## config.mk

```make
export PLATFORM = sky130hd
export DESIGN_NAME = gray_step_counter
export DESIGN_NICKNAME = d
export VERILOG_FILES = /design/src/rtl/gray_step_counter.sv
export SDC_FILE = /design/constraint.sdc
export NUM_CORES = 1
export LEC_CHECK = 0
export ABC_AREA = 1
export BUFFER_PORTS_ARGS = -buffer_cell sky130_fd_sc_hd__buf_2
export CAP_MARGIN = 25
export CORE_AREA = 2 2 44 42
export DETAILED_ROUTE_END_ITERATION = 10
export DIE_AREA = 0 0 46 44
export GPL_ROUTABILITY_DRIVEN = 0
export GPL_TIMING_DRIVEN = 0
export PLACE_DENSITY = 0.65
export SYNTH_ARGS = -nofsm -noshare
export SYNTH_HDL_FRONTEND = slang
export SYNTH_SLANG_ARGS = --single-unit
```

## constraint.sdc

```tcl
create_clock -name clk_i -period 3.4 [get_ports clk_i]
set_input_delay 0.68 -clock clk_i [delete_from_list [all_inputs] [get_ports clk_i]]
set_output_delay 0.68 -clock clk_i [all_outputs]
set_load 0.005 [all_outputs]
```

## src/rtl/gray_step_counter.sv

```systemverilog
// gray_step_counter
//   Turns each rising edge of a divided clock into one step of a WIDTH-bit
//   Gray-code counter. The divided clock is a same-domain level on clk_i.
//   It is edge-detected and is never used as a clock.
//
// Ports
//   clk_i       system clock (same clock that feeds the divider)
//   rst_i       synchronous reset, active high
//   clk_div_i   divided clock, already registered on clk_i upstream
//   en_i        count enable (0 = hold); sampled only in the tick cycle
//   up_i        direction (1 = increment, 0 = decrement)
//   load_i      parallel-load strobe; wins over counting
//   load_val_i  binary value to load
//   gray_o      registered Gray code of the count
//   bin_o       registered binary count
//   tc_o        one-cycle pulse on a counted wrap-around (never on a load)
//   step_o      one-cycle pulse whenever a load or a counted step happens
//   err_o       (GRAY_STEP_CHECK_EN only) sticky flag, set when a counted
//               step changes more or fewer than one Gray bit
//
// Build option
//   GRAY_STEP_CHECK_EN : adds err_o and the one-bit-change checker.
module gray_step_counter #(
  parameter int unsigned WIDTH    = 4,
  parameter int unsigned INIT_VAL = 0
) (
  input  logic             clk_i,
  input  logic             rst_i,
  input  logic             clk_div_i,
  input  logic             en_i,
  input  logic             up_i,
  input  logic             load_i,
  input  logic [WIDTH-1:0] load_val_i,
  output logic [WIDTH-1:0] gray_o,
  output logic [WIDTH-1:0] bin_o,
  output logic             tc_o,
  output logic             step_o
`ifdef GRAY_STEP_CHECK_EN
  ,
  output logic             err_o
`endif
);

  localparam logic [WIDTH-1:0] INIT_BIN  = WIDTH'(INIT_VAL);
  localparam logic [WIDTH-1:0] INIT_GRAY = INIT_BIN ^ (INIT_BIN >> 1);

  // What happens to the count on this clk_i edge.
  typedef enum logic [1:0] {
    ST_HOLD = 2'd0,
    ST_LOAD = 2'd1,
    ST_UP   = 2'd2,
    ST_DN   = 2'd3
  } step_e;

  logic [WIDTH-1:0] bin_q, bin_d;
  logic [WIDTH-1:0] gray_q, gray_d;
  logic             tc_q, tc_d;
  logic             step_q, step_d;
  logic             div_q, div_d;
  logic             tick;
  step_e            kind;

  always_comb begin
    div_d  = clk_div_i;
    // div_q clears on reset, so a high clk_div_i right after reset still ticks.
    tick   = clk_div_i & ~div_q;
    kind   = ST_HOLD;
    bin_d  = bin_q;
    tc_d   = 1'b0;
    step_d = 1'b0;

    if (load_i)            kind = ST_LOAD;
    else if (tick && en_i) kind = up_i ? ST_UP : ST_DN;

    case (kind)
      ST_LOAD: begin
        bin_d  = load_val_i;
        step_d = 1'b1;
      end
      ST_UP: begin
        bin_d  = bin_q + WIDTH'(1);
        tc_d   = &bin_q;
        step_d = 1'b1;
      end
      ST_DN: begin
        bin_d  = bin_q - WIDTH'(1);
        tc_d   = ~|bin_q;
        step_d = 1'b1;
      end
      default: ;
    endcase

    // Gray is derived from the next binary value so both outputs register
    // on the same edge and always agree.
    gray_d = bin_d ^ (bin_d >> 1);
  end

  always_ff @(posedge clk_i) begin
    if (rst_i) begin
      bin_q  <= INIT_BIN;
      gray_q <= INIT_GRAY;
      tc_q   <= 1'b0;
      step_q <= 1'b0;
      div_q  <= 1'b0;
    end else begin
      bin_q  <= bin_d;
      gray_q <= gray_d;
      tc_q   <= tc_d;
      step_q <= step_d;
      div_q  <= div_d;
    end
  end

  assign bin_o  = bin_q;
  assign gray_o = gray_q;
  assign tc_o   = tc_q;
  assign step_o = step_q;

`ifdef GRAY_STEP_CHECK_EN
  logic err_q, err_d;
  logic chk_bad;

  // Loads may jump arbitrarily; only counted steps must flip exactly one bit.
  always_comb begin
    chk_bad = ((kind == ST_UP) || (kind == ST_DN)) &&
              ($countones(gray_q ^ gray_d) != 1);
    err_d   = err_q | chk_bad;
  end

  always_ff @(posedge clk_i) begin
    if (rst_i) err_q <= 1'b0;
    else       err_q <= err_d;
  end

  assign err_o = err_q;

  a_gray_one_bit: assert property (@(posedge clk_i) disable iff (rst_i) !chk_bad)
    else $error("gray_step_counter: counted step changed %0d gray bits (%b -> %b)",
                $countones(gray_q ^ gray_d), gray_q, gray_d);
`endif

endmodule

```

==> results.txt <==
----------------------------------------------------
[Layout]
  Ant. Diodes ... 0
  Number of cells in the finished layout apart from fillers ... 118
  Most used cells in the layout excluding fill and tap cells ... 19 x sky130_fd_sc_hd__buf_2, 18 x sky130_fd_sc_hd__nand2_1, 12 x sky130_fd_sc_hd__inv_1
  Area Overhead vs Synth ... 23.2%
  Nets@finish ... 117
  Most common cell after layout, fill and taps aside ... sky130_fd_sc_hd__buf_2
  Final Cell Area ... 732 um^2
  Ratio of cells with drive above 1 in the final layout ... 32.4%
  Final-layout fill cell count ... 164
  Post-Route Utilization ... 46.4%

[Clock network]
  CTS Hold Bufs ... 0
  Sinks on Clock Net ... 10
  Number of levels in the clock H-tree ... 1
  Clock slew at the register clock pins of the worst setup and hold paths ... 50 ps
  Post-cts resize count ... 0
  Clock insertion delay at the later pin of the skew report ... 260 ps
  Buffer levels on the longest clock path ... 2
  Num CTS Buffers ... 3
  Root Driver ... sky130_fd_sc_hd__clkbuf_4
  Buffers inserted during post-CTS setup optimization ... 0
  CTS tree ... built

[Timing]
  Final number of setup-violating endpoints ... 0
  Final max-slew violation count ... 0
  Max-slew headroom at the worst pin ... 81.0%
  Final Cycle Share ... 60.1%
  Sum of negative setup slack ... 0 ps
  Post-Route Skew ... 3.13 ps
  Final Hold Vio Count ... 0
  Setup repair after global routing missed its margin ... false
  Worst-margin pin slew ... 285 ps
  Achievable Freq ... 490 MHz
  Crit path time final ... 2040 ps

[Drt]
  Vias post-DR ... 541
  Sum of routed wire length over all layers ... 1220 um
  1st-pass router iterations ... 4
  Average wire per cell in the routed design ... 10.4 um
  DRC violation count after routing ... 0
  Average vias per placed instance ... 4.58
  Violation count after the first detailed-route iteration ... 2
  Antenna viol nets, final ... 0

[Global route]
  Maximum number of pins on one net before global-route repair ... 8
  Total grt overflow ... 0
  Tot GR Track Use ... 13.5%
  Wire length of the first global-routing pass ... 1970 um
  Via count of the first global-routing pass ... 484
  Antenna violations before repair ... 0

[Synthesis]
  Post-synthesis sequential area ratio ... 33.7%
  Ys Warns ... 0
  Ys async rst share ... 0%
  Number of flops mapped to enable cells by yosys ... 0
  Average instance area after synthesis ... 7.43 um^2
  Syn nets ... 93
  Combined area of all synthesized cells ... 594 um^2
  Library cells used by synthesis ... 24
  Gate count after technology mapping ... 80
  Primary FF master, synth ... sky130_fd_sc_hd__dfxtp_1
  Count of state elements after synthesis ... 10

[Floorplan]
  Die area ... 0.00202 mm^2
  Vertical extent of the die ... 44 um
  Initial standard-cell utilization of the core ... 37.7%
  IO Pins ... 20
  Horiz. Die Dim ... 46 um
  Floorplan core area ... 0.00158 mm^2
  Num rows ... 14

[Hold path]
  Hold crit path type ... reg2reg

[Pwr]
  Maximum ir drop on the vdd rail ... 0.235 mV
  Power per unit of standard cell area ... 362 mW/mm^2
  Leakage power ... 0.424 nW

[Outcome]
  Status ... complete, no violations

[Placed design]
  Number of cells in the design after placement ... 115
  Port buffer count ... 19
  Total half-perimeter wirelength after legalization and detailed placement ... 1020 um
  Placed standard-cell area ... 709 um^2

[Critical path]
  Required time at the worst-slack endpoint ... 3550 ps
  Type of element launching the critical path ... primary input
  Endpoint kind of the worst setup timing path ... flop
  CP Max Fanout ... 5
  Startpoint-to-endpoint class of the critical path ... in2reg
  WP data arrival ... 2190 ps

[Flow run]
  Max Cap Violations ... 0

----------------------------------------------------
sequential cells by signal, summed over array words and instances (netlist names):
signal	flops
bin_o	4
tc_o	1
step_o	1
div_q	1
gray_o	3
Yosys cell counts, types with 2 or more instances:
master | instances | area [um^2]
sky130_fd_sc_hd__o21ai_0 | 2 | 10.0
sky130_fd_sc_hd__nor2_4 | 2 | 22.5
sky130_fd_sc_hd__nor2_1 | 10 | 37.5
sky130_fd_sc_hd__inv_1 | 12 | 45.0
sky130_fd_sc_hd__nor2_2 | 3 | 18.8
sky130_fd_sc_hd__o21ai_1 | 2 | 10.0
sky130_fd_sc_hd__nand3_1 | 5 | 25.0
sky130_fd_sc_hd__ha_1 | 2 | 25.0
sky130_fd_sc_hd__dfxtp_1 | 10 | 200
sky130_fd_sc_hd__nand2_1 | 18 | 67.6
worst max-delay path, cell delays in order:
cell	delay, ps
sky130_fd_sc_hd__buf_2	140
sky130_fd_sc_hd__inv_1	140
sky130_fd_sc_hd__nand3_1	120
sky130_fd_sc_hd__inv_1	150
sky130_fd_sc_hd__ha_1	290
sky130_fd_sc_hd__a21o_1	190
sky130_fd_sc_hd__nor2_1	120
sky130_fd_sc_hd__nand3_1	110
sky130_fd_sc_hd__nand3_2	110
sky130_fd_sc_hd__nand2_1	50
sky130_fd_sc_hd__nand2_1	50
sky130_fd_sc_hd__nand2_1	40
cell type report:
type                            count  area [um^2]  share of cell area (%)
Inverter                           12         45.0                    6.15
Multi-Input combinational cell     57          342                    46.7
Buffer                              1         7.51                    1.03
Timing Repair Buffer               19         95.1                    13.0
Clock buffer                        3         22.5                    3.08
Tap cell                           16         20.0                    2.74
Sequential cell                    10          200                    27.4
where the power goes:
part / internal [W] / switching, W / total [W]
sequential: 0.000126 / 0.00000765 / 0.000134
combinational: 0.0000255 / 0.0000315 / 0.0000571
clock: 0.0000405 / 0.0000337 / 0.0000742
total: 0.000192 / 0.0000729 / 0.000265
per-layer routing:
layer	GRT usage, %	share of wire, %
met1	16.0	46
met5	0	0
met3	5.00	6.0
met2	22.5	48
met4	3.43	0
per-stage QoR:
stage	power, W	hold WS, ps	worst slack (ps)
after CTS	0.000272	648	1360
after detailed placement	0.000194	634	1090
final	0.000265	637	1360
after floorplan	0.000170	576	1410
after global placement	0.000193	627	1130
after global routing	0.000284	683	1180
cells by family after synthesis:
family,share of synthesized area [%]
and+or+nand+nor,38.5
buffers and inverters,8.84
DFF,33.7
AOI/OAI and AO/OA,9.90
adders and majority gates,7.58
xor gates and xnor gates,1.47
final timing paths:
kind	start	endpoint	slack (ps)	cells after the start
worst max register to register	div_q$_SDFF_PP0_	gray_o[2]$_SDFF_PP0_	1610	11
worst max-delay path	load_i	gray_o[2]$_SDFF_PP0_	1360	12
worst min register to register	div_q$_SDFF_PP0_	step_o$_SDFF_PP0_	640	3
worst min-delay path	div_q$_SDFF_PP0_	step_o$_SDFF_PP0_	640	3
No activity file was read; power rests on OpenSTA's default activity.
